--- src/rtl/uart_tx_byte.sv ---
// rtl/uart_tx_byte.sv - byte-serial UART transmitter, 8 data bits, optional even parity, 1 stop bit
// Bytes are accepted on a valid/ready handshake while idle and shifted out LSB first on o_txd.
module uart_tx_byte #(
   parameter int BAUD_DIV  = 868,
   parameter int PARITY_EN = 0
) (
   input  logic       i_clk,
   input  logic       i_rst,
   input  logic [7:0] i_data,
   input  logic       i_valid,
   output logic       o_ready,
   output logic       o_txd,
   output logic       o_busy,
   output logic       o_done
);

   localparam int            CW     = $clog2(BAUD_DIV);
   localparam logic [CW-1:0] RELOAD = CW'(BAUD_DIV - 1);

   typedef enum logic [2:0] {
      IDLE,
      START,
      DATA,
      PARITY,
      STOP
   } state_t;

   state_t        state, state_n;
   logic [CW-1:0] cnt, cnt_n;
   logic [2:0]    idx, idx_n;
   logic [7:0]    shreg, shreg_n;
   logic          txd_n;
   logic          done_n;
   logic          bit_end;

   assign o_ready = (state == IDLE);
   assign bit_end = (cnt == '0);

   always_ff @(posedge i_clk) begin
      if (i_rst) begin
         state  <= IDLE;
         cnt    <= '0;
         idx    <= '0;
         shreg  <= '0;
         o_txd  <= 1'b1;
         o_busy <= 1'b0;
         o_done <= 1'b0;
      end else begin
         state  <= state_n;
         cnt    <= cnt_n;
         idx    <= idx_n;
         shreg  <= shreg_n;
         o_txd  <= txd_n;
         o_busy <= (state_n != IDLE);
         o_done <= done_n;
      end
   end

   always_comb begin
      state_n = state;
      cnt_n   = cnt;
      idx_n   = idx;
      shreg_n = shreg;
      done_n  = 1'b0;
      txd_n   = 1'b1;

      case (state)
         IDLE: begin
            if (i_valid) begin
               state_n = START;
               cnt_n   = RELOAD;
               shreg_n = i_data;
            end
         end
         START: begin
            if (bit_end) begin
               state_n = DATA;
               cnt_n   = RELOAD;
               idx_n   = 3'd0;
            end else begin
               cnt_n = cnt - CW'(1);
            end
         end
         DATA: begin
            if (bit_end) begin
               cnt_n = RELOAD;
               if (idx == 3'd7) begin
                  state_n = (PARITY_EN != 0) ? PARITY : STOP;
               end else begin
                  idx_n = idx + 3'd1;
               end
            end else begin
               cnt_n = cnt - CW'(1);
            end
         end
         PARITY: begin
            if (bit_end) begin
               state_n = STOP;
               cnt_n   = RELOAD;
            end else begin
               cnt_n = cnt - CW'(1);
            end
         end
         STOP: begin
            if (bit_end) begin
               state_n = IDLE;
               done_n  = 1'b1;
            end else begin
               cnt_n = cnt - CW'(1);
            end
         end
         default: begin
            state_n = IDLE;
         end
      endcase

      // Line level is registered, so it is derived from where the FSM is going next.
      case (state_n)
         START:   txd_n = 1'b0;
         DATA:    txd_n = shreg_n[idx_n];
         PARITY:  txd_n = ^shreg_n;
         default: txd_n = 1'b1;
      endcase
   end

endmodule

--- config.mk ---
export PLATFORM = sky130hd
export DESIGN_NAME = uart_tx_byte
export DESIGN_NICKNAME = d
export VERILOG_FILES = /design/src/rtl/uart_tx_byte.sv
export SDC_FILE = /design/constraint.sdc
export NUM_CORES = 1
export LEC_CHECK = 0
export BUFFER_PORTS_ARGS = -buffer_cell sky130_fd_sc_hd__buf_2
export CAP_MARGIN = 20
export CORE_MARGIN = 2
export CORE_UTILIZATION = 57
export DETAILED_ROUTE_END_ITERATION = 6
export MAX_ROUTING_LAYER = met4
export PLACE_DENSITY = 0.8
export SYNTH_ARGS = -nofsm -noshare
export SYNTH_HDL_FRONTEND = slang
export SYNTH_SLANG_ARGS = --single-unit
export TNS_END_PERCENT = 30
--- constraint.sdc ---
create_clock -name i_clk -period 3.28 [get_ports i_clk]
set_clock_uncertainty 0.15 [all_clocks]
set_input_delay 0.328 -clock i_clk [delete_from_list [all_inputs] [get_ports i_clk]]
set_output_delay 0.328 -clock i_clk [all_outputs]
set_load 0.005 [all_outputs]
Word-level counts from Yosys, hierarchy flattened
Index checks and enable logic that the tools add are counted.
Operators by class
  $add $sub $neg: 2
  mux-type cells: 21
  reductions and logical operators: 8
  eq/ne operators: 10
  bitwise operators: 1
  order comparisons: 1
Operators with widths (number)
  $mux W10: 3
  $pmux W10 S3: 1
  $mux W3: 9
  $mux W8: 2
  $pmux W3 S5: 1
  $eq A3 B2 Y1 const B: 4
  $logic_not A10 Y1: 1
  $sub A10 B1 Y10 const B: 1
  $reduce_xor A8 Y1: 1
  $eq A3 B1 Y1 const B: 2
  $eq A3 B3 Y1 const B: 2
  $pmux W3 S2: 1
  $reduce_bool A3 Y1: 2
  $lt A3 B4 Y1 const B: 1
  $ne A2 B2 Y1 const B: 2
  $add A3 B1 Y3 const B: 1
  $bmux W1 S3: 1
  $logic_not A3 Y1: 1
  $pmux W1 S3: 1
  $reduce_and A3 Y1: 1
  $reduce_or A3 Y1: 1
  $mux W1: 2
  $reduce_or A2 Y1: 1
  $not A1 Y1: 1
Word-level totals
  output and inout port bits: 4
  logic and storage cells: 50
  bits of input ports: 11
  bits in registers: 27

Depth between registers and ports, before layout
Gate-level depths: netlist of run 1.
  depth after elaboration: 7
  depth in mapped cells: 9
  mapped depth without buffers: 9

Worst setup path before layout of run 1
Ideal clock, no wire load.
  kind: reg2reg
  start point: register cnt[0]
  end point: register o_txd
  data arrival time: 2.570 ns
  period minus slack after synthesis: 2.814 ns
  setup time: 0.093 ns
  required time: 3.037 ns
  slack: 0.466 ns
  path buffers: 1
  cell stages (with the launch flop): 10
  path through: dfxtp_1 inv_1 ha_1 or4b_1 or3_1 clkbuf_1 o31a_1 a21oi_1 mux2_2 o311ai_2
Between the ends
  cells in the longest elaborated chain, start to end: 6
  elaborated cells between the ends (all ways): 15
  classes of those cells: 3 x eq/ne; 11 x mux; 1 x reduce/logical
Ends and longest elaborated chain
  start, declared: line 29  | logic [CW-1:0] cnt, cnt_n;
  start signal, assigned: line 50  | cnt <= cnt_n;
  $logic_not A10 Y1 (*): line 37  | assign bit_end = (cnt == '0);
  $mux W3, on equally long branches: line 85, 76
  $pmux W3 S2: line 67  | case (state)
  $bmux W1 S3: line 120  | DATA: txd_n = shreg_n[idx_n];
  $mux W1 (not written as such): line 120
  $pmux W1 S3 (*): line 118  | case (state_n)
  end signal, assigned: line 53  | o_txd <= txd_n;
  end, declared: line 12  | output logic o_txd,
Every way passes the cells marked *; elsewhere a longest branch is shown, timed or not. The select of a mux whose other input is x is not followed.
A chain may end at the register's enable or synchronous reset.

Final worst setup path of run 1
Ends and elaborated chain as after synthesis.

==> results.md, run 1 <==
Worst setup path:
- Along the worst path, the maximum fanout reaches 11.
- The required time of the worst setup path is 3380 ps.
- The setup check on the worst reg-to-reg path leaves a slack of 260 ps.
- The end of the critical path is o_txd$_SDFF_PP1_.
- The kind of end point of the critical path is a flop.
- STA classifies the critical path startpoint as a flop.
- The worst register-to-register path begins at cnt[0]$_SDFFE_PP0P_.
- The most critical setup path has its startpoint at cnt[0]$_SDFFE_PP0P_.
- The critical path in this run is classified as flop to flop.
- At the worst endpoint, the arrival time is 3120 ps.
- The critical register-to-register path endpoint is o_txd$_SDFF_PP1_.
- The cell depth of the worst flop-to-flop path is 8.

Synthesis:
- The gate count of the mapped netlist is 173.
- Synthesis instantiated 43 different standard cells from the library.
- By area the synthesized netlist is led by dfxtp_1 36%, xnor2_1 11%, nand2_1 6.3%, a21oi_1 6.0%, mux4_2 4.5%.
- The proportion of synthesized chip area in sequential cells is 36.03%.
- In this run the biggest area consumer among cell types represents 36.03% of the synthesized area.
- The warning count from the yosys run is 0.
- Synthesis inferred 27 register bits.
- The synthesized netlist net count is 186.
- The synthesized area per cell is 8.672 um2.
- The netlist area before placement is 0.001500 mm2.
- The synthesized design spends more area on one cell type than any other, namely dfxtp_1.

Timing:
- The worst slew margin relative to its limit is 43.45%.
- The transition time at the pin with the least slew margin is 826.9 ps.
- For the final routed database, the setup TNS stands at 0 ps.
- Setup repair after global routing left no endpoint under its margin.
- Setup violations remaining at the end of the flow were counted as 0.
- After layout, the worst path uses 91.96% of the clock period.
- The final number of max-transition violations was 0.
- The number of hold violations in the final report is 0.
- For this run, the top clock speed supported by timing is 0.3315 GHz.
- The time the final worst path needs with I/O delays and setup is 3016 ps.

Route:
- The detail-routed via count per cell is 5.878.
- The detailed-route wire length per cell is 13.80 um.
- For this run, the detailed router's first-pass iteration total came to 4.
- The via count is 1252.
- The DRC violation total after the first TritonRoute iteration is 58.
- The final layout contains routed wiring with a total length of 2939 um.
- The post-detailed-route count of antenna-violating nets is 0.
- For this run, design rule violations remaining after detail routing come to 0.

Placement:
- The placement-stage cell area is 0.001580 mm2.
- The wire-length estimate of the detail-placed layout is 2207 um.
- Routability-driven placement finished with a final weighted congestion of 0.8464.
- Buffers placed on the I/O ports in this run total 14.

Finish:
- The final design instance area without fill is 0.001608 mm2.
- The number of antenna diodes in the final layout is 0.
- The share of cells above drive strength 1 is 14.75%.
- The net count of the finished layout is 197.
- Relative to the synthesized area, the layout overhead comes to 7.172%.

Clock tree:
- TritonCTS built the clock tree.
- The CTS root buffer is clkbuf_4.
- The H-tree depth is 1.
- In this run, post-CTS hold repair placed 0 buffers.
- The clock-pin slew of the registers on the worst-case setup and hold paths is 140 ps.
- TritonCTS created 3 clock buffers.
- The number of sinks handled by clock tree synthesis is 27.
- No sink is reached through more buffers than the 2 on the longest clock path.
- After clock tree synthesis, the repair step resized 0 gates.
- After clock tree synthesis, the setup repair step added 0 buffers.
- The later pin in the worst-skew pair is clocked with a latency of 330 ps.

Die:
- The floorplan core area is 0.002477 mm2.
- The die width is 55.30 um.
- The chip height is 55.30 um.
- The initial utilization of the core area, before any placement, comes to 60.56%.
- The die covers 0.003058 mm2.
- For this design the top-level I/O count stands at 15.
- The number of cell rows is 18.

Global route:
- Entering global routing, the biggest net connects 24 pins.
- The first-pass GRT wire length is 5037 um.
- For this run the aggregate overflow at the end of global routing stands at 0.
- Global routing used 20.65% of the available tracks.
- The number of antenna violations at the first check in global routing is 0.
- The number of global-route vias before repair is 1170.

Outcome:
- The flow ran to the end, and the final reports show no timing, DRC or antenna violations.

Pwr:
- IR analysis of the VDD net gives a maximum drop of 0.0003526 V.
- Overall power consumption after layout is estimated at 778.1 uW.
- The power density over cell area is 484.0 mW/mm2.
- For this design the static power due to leakage is 0.0005706 uW.

Min path:
- The path class of the tightest hold or removal check is primary input to flop.

Job:
- The number of max-cap violations is 0.
-- kinds of logic (layout without fill, tap and decap cells) --
logic type	after synthesis	in the layout	share of synthesized area (%)
AOI/OAI and AO/OA	40	40	18.52
xor gates and xnor gates	22	22	12.84
adders and majority gates	2	2	1.668
buffers and inverters	14	24	3.586
DFF	27	27	36.03
muxes	7	7	8.340
and+or+nand+nor	61	61	19.02
-- metrics by stage --
step | util (%) | worst slack, ps | hold WS, ps | std cells
6_report | 64.90 | 263.8 | 95.48 | 213
5_1_grt | 64.90 | 125.4 | 92.79 | 213
4_1_cts | 64.90 | 285.5 | 85.70 | 213
3_5_place_dp | 63.79 | 318.7 | 332.1 | 209
3_3_place_gp | 63.79 | 423.3 | 322.0 | 209
2_1_floorplan | - | 466.4 | 257.6 | 173
-- flip-flops by register name, summed over array words and instances, names as in the netlist --
| register | count |
|---|---|
| state | 3 |
| cnt | 10 |
| idx | 3 |
| o_done | 1 |
| shreg | 8 |
| o_txd | 1 |
| o_busy | 1 |
-- where the power goes --
group          switching, uW  internal, uW  total (uW)
Combinational            127           112         238
Clock                    100          45.9         146
Sequential              34.5           359         394
-- worst min-delay path by stage --
stage,slack (ps),cells after the start,from,end
floorplan,260,1,i_rst,state[2]$_SDFF_PP0_
global placement,320,2,shreg[1]$_SDFF_PP0_,shreg[1]$_SDFF_PP0_
detailed placement,330,2,shreg[6]$_SDFF_PP0_,shreg[6]$_SDFF_PP0_
CTS,90,3,i_data[3],shreg[3]$_SDFF_PP0_
global route,90,3,i_data[6],shreg[6]$_SDFF_PP0_
finish,100,3,i_data[7],shreg[7]$_SDFF_PP0_
-- worst max-delay path: stages, from the launching register on --
cell	delay [ps]
dfxtp_1	360
inv_1	60
ha_1	180
or4b_1	520
or3_1	510
o31a_1	330
a21oi_1	200
mux2_2	380
o311ai_2	240
-- synth_stat cells (all sizes together) --
library cell  number
a2111oi            1
a211o              1
a211oi             3
a21oi             18
a311oi             1
a31oi              2
a32o               1
a32oi              1
and2               2
buf                1
clkbuf             8
dfxtp             27
ha                 2
inv                5
mux2               1
mux2i              2
mux4               4
nand2             25
nand2b             1
nand3              3
nand4              1
nor2              15
nor2b              2
nor3               5
nor4               2
nor4b              1
o21ai              6
o22ai              1
o311ai             1
o31a               2
o31ai              1
o41a               1
or2                1
or3                1
or4                1
or4b               1
xnor2             19
xor2               3
-- layer usage --
layer / vias to the layer above / part of all wire [%] / global-route usage, %
met5: - / 0 / -
met4: 0 / 1.6 / 8.362
met3: 6 / 3.8 / 3.044
met2: 36 / 49 / 34.35
met1: 579 / 45 / 25.07
li1: 631 / - / -
-- placed cells by master (no fill, tap or decap), types with 2 or more instances in the layout --
cell      Yosys  routed
a21oi_1      18      18
xor2_1        3       3
nor2_1       15      15
a211oi_1      3       3
mux2i_1       2       2
clkbuf_4      0       3
nand3_1       3       3
nor3_1        5       5
o21ai_0       2       2
o21ai_1       3       3
nand2_1      25      25
mux4_2        3       3
and2_1        2       2
inv_1         5       5
nor2b_1       2       2
dfxtp_1      27      27
o31a_1        2       2
buf_2         1      14
xnor2_1      19      19
ha_1          2       2
-- final cells by class --
type / instances / area (um2)
well taps: 30 / 37.54
clock buffers: 3 / 22.52
flip-flops and latches: 27 / 540.5
inverters: 5 / 18.77
clock inverters: 1 / 5.005
repair buffers: 15 / 77.57
fillers: 223 / 869.6
multi-input cells: 132 / 905.9
Power figures use the tool's default switching activity.
==> run 2: changes to the inputs <==
CORE_MARGIN = 4   (was 2)
==> run 2 against run 1 <==
Compared with the run above:
- non-clock buffer count unchanged
- wire length is essentially flat
- clock power is 3% lower
- die area up 15%
- power decreased by 0.34%
- cell area about the same
- global-route usage decreased by 1.2 points
- cell count unchanged
- largest cell class unchanged
- largest power group unchanged
==> results.md, run 2 (same netlist as run 1, synthesis figures left out) <==
Outcome:
- The flow ran to the end, and the final reports show no timing, DRC or antenna violations.

Die:
- The number of top-level pins was 15 (unchanged).
- The floorplan core area is 0.002500 mm2 (+0.91%).
- The overall die area is 0.003516 mm2 (+15%).
- The die width is 59.30 um (+7.2%).
- The starting density of the core is 60.01% (-0.55 points).
- The chip height is 59.30 um (+7.2%).
- The number of cell rows is 18 (unchanged).

Placement:
- The placer's final routability congestion estimate came to 0.8206 (-3.0%).
- The number of buffers inserted by port buffering is 14 (unchanged).
- The estimated wirelength of the detail-placed design is 2188 um (-0.86%).
- The worst setup slack after placement is 520.5 ps (+201.8 ps).

Timing:
- The setup slack of the critical path after layout is 481.0 ps (+217.2 ps).
- The final setup violation count is 0 (unchanged).
- The transition time at the pin with the least slew margin was 737.9 ps (-89.02 ps).
- The setup TNS is 0 ps (unchanged).
- Setup repair after global routing left no endpoint under its margin.
- The post-route clock period utilization is 85.34% (-6.6 points).
- The final number of max-transition violations was 0 (unchanged).
- The number of hold violations in the final report is 0 (unchanged).
- The achievable clock frequency is 0.3573 GHz (+7.8%).
- The worst slew margin relative to its limit is 49.53% (+6.1 points).
- The time the final worst path needs with I/O delays and setup was 2799 ps (-217.2 ps).
- The worst hold-check slack is 112.6 ps (+17.17 ps).

Finish:
- The library cell used most frequently in the layout, excluding fill and tap cells, is dfxtp_1.
- The largest registers in the layout are cnt x10, shreg x8.
- The register bank with the most flops is cnt.
- The final-stage net count came to 197 (unchanged).
- The number of antenna diodes came to 0 (unchanged).
- The area taken by flip-flops and latches came to 540.5 um2 (unchanged).
- The number of fill cells was 198 (-11%).
- The share of cells above drive strength 1 was 14.21% (-0.55 points).
- In the layout the commonest cells are 27 x dfxtp_1, 25 x nand2_1, 19 x xnor2_1, 18 x a21oi_1, 15 x nor2_1.
- The number of flip-flops under the largest register name was 10 (unchanged).
- The area of combinational cells with multiple inputs came to 905.9 um2 (unchanged).
- The layout-stage area growth over the synthesis result was 7.089% (about the same).

Pwr:
- The worst voltage drop across the vdd grid was 0.0003056 V (-13%).
- The leakage power of the design is 0.0005667 uW (-0.69%).
- The power density over cell area was 482.7 mW/mm2 (-0.27%).

Clock tree:
- The worst-skew pair later-pin latency was 320 ps (about the same).
- The clock buffer count from CTS is 3 (unchanged).
- TritonCTS built the clock tree.
- The total of hold buffers inserted after clock tree synthesis is 0 (unchanged).
- The number of sinks handled by clock tree synthesis is 27 (unchanged).
- The H-tree depth is 1 (unchanged).
- CTS placed an instance of clkbuf_4 at the clock tree root.
- The total setup buffers inserted after CTS is 0 (unchanged).
- The clock tree buffer depth came to 2 (unchanged).
- The clock-pin slew of the registers on the worst-case setup and hold paths is 150 ps (about the same).
- The post-cts sizing count came to 0 (unchanged).

Global route:
- The largest net degree at the start of global routing was 24 (unchanged).
- The number of global-route vias before repair was 1159 (-0.94%).
- The first-pass GRT wire length is 5147 um (+2.2%).
- The total track usage is 19.48% (-1.2 points).
- The number of antenna violations at the first check in global routing is 0 (unchanged).
- The total congestion overflow after global routing is 0 (unchanged).

Worst setup path:
- The required time of the worst setup path was 3370 ps (about the same).
- The peak fanout along the critical path came to 4 (-7).
- The worst setup path is launched from a flop.
- The kind of end point of the critical path is a flop.
- The critical path is of the flop to flop type.
- The critical path arrival is 2890 ps (-230 ps).

Route:
- The total iterations of the first detailed-routing run is 4 (unchanged).
- The DRC violation total after the first TritonRoute iteration came to 80 (+38%).
- The final wirelength is 2940 um (about the same).
- The via count was 1227 (-2.0%).
- The detailed-route wire length per cell is 13.80 um (about the same).
- The final routed DRC violation total is 0 (unchanged).
- The detail-routed via count per cell was 5.761 (-2.0%).
- The post-detailed-route count of antenna-violating nets is 0 (unchanged).

Job:
- The number of max-cap violations is 0 (unchanged).

Min path:
- The class of the tightest hold or removal check is primary input to flop.
run 2: cell count changes in the layout (fill, tap and decap cells not counted):
cell / change
clkbuf_1: +1
clkinv_2: -1
run 2: through the flow:
stage                     std cells  util, %  area (um2)  power (uW)
final                           213    64.26        1607       775.4
after floorplan                 173        -        1500       589.0
after global routing            213    64.26        1607       834.7
after global placement          209    63.21        1580       629.1
after CTS                       213    64.26        1607       780.9
after detailed placement        209    63.21        1580       638.6
run 2: metal layers:
metal / share of wire [%] / global-route usage, % / up-vias / wire [um]
li1: - / - / 634 / -
met1: 50 / 26.19 / 569 / 1463
met2: 46 / 29.80 / 22 / 1360
met3: 3.2 / 2.832 / 2 / 95
met4: 0.68 / 6.796 / 0 / 20
met5: 0 / - / - / 0
run 2: cell type report:
cell class | instances | share of cell area (%)
flip-flops and latches | 27 | 33.64
multi-input cells | 132 | 56.39
well taps | 30 | 2.336
clock buffers | 4 | 1.636
repair buffers | 15 | 4.829
inverters | 5 | 1.168
run 2: path summary, 6_finish.rpt:
path	cells past startpoint	slack, ps	startpoint	to
max	8	480	cnt[0]$_SDFFE_PP0P_	o_txd$_SDFF_PP1_
min	3	110	i_data[2]	shreg[2]$_SDFF_PP0_
max reg2reg	8	480	cnt[0]$_SDFFE_PP0P_	o_txd$_SDFF_PP1_
min reg2reg	2	350	shreg[4]$_SDFF_PP0_	shreg[4]$_SDFF_PP0_
run 2: power breakdown:
part / switching (uW) / internal [uW]
logic: 127 / 113
clock network: 94.7 / 47.5
registers: 33.7 / 359
run 2: worst max-delay path, stage by stage (launching register included):
cell and delay (ps):
dfxtp_1 360, inv_1 60, ha_1 170, or4b_1 520
or3_1 390, o31a_1 300, a21oi_1 170, mux2_2 370
o311ai_2 240
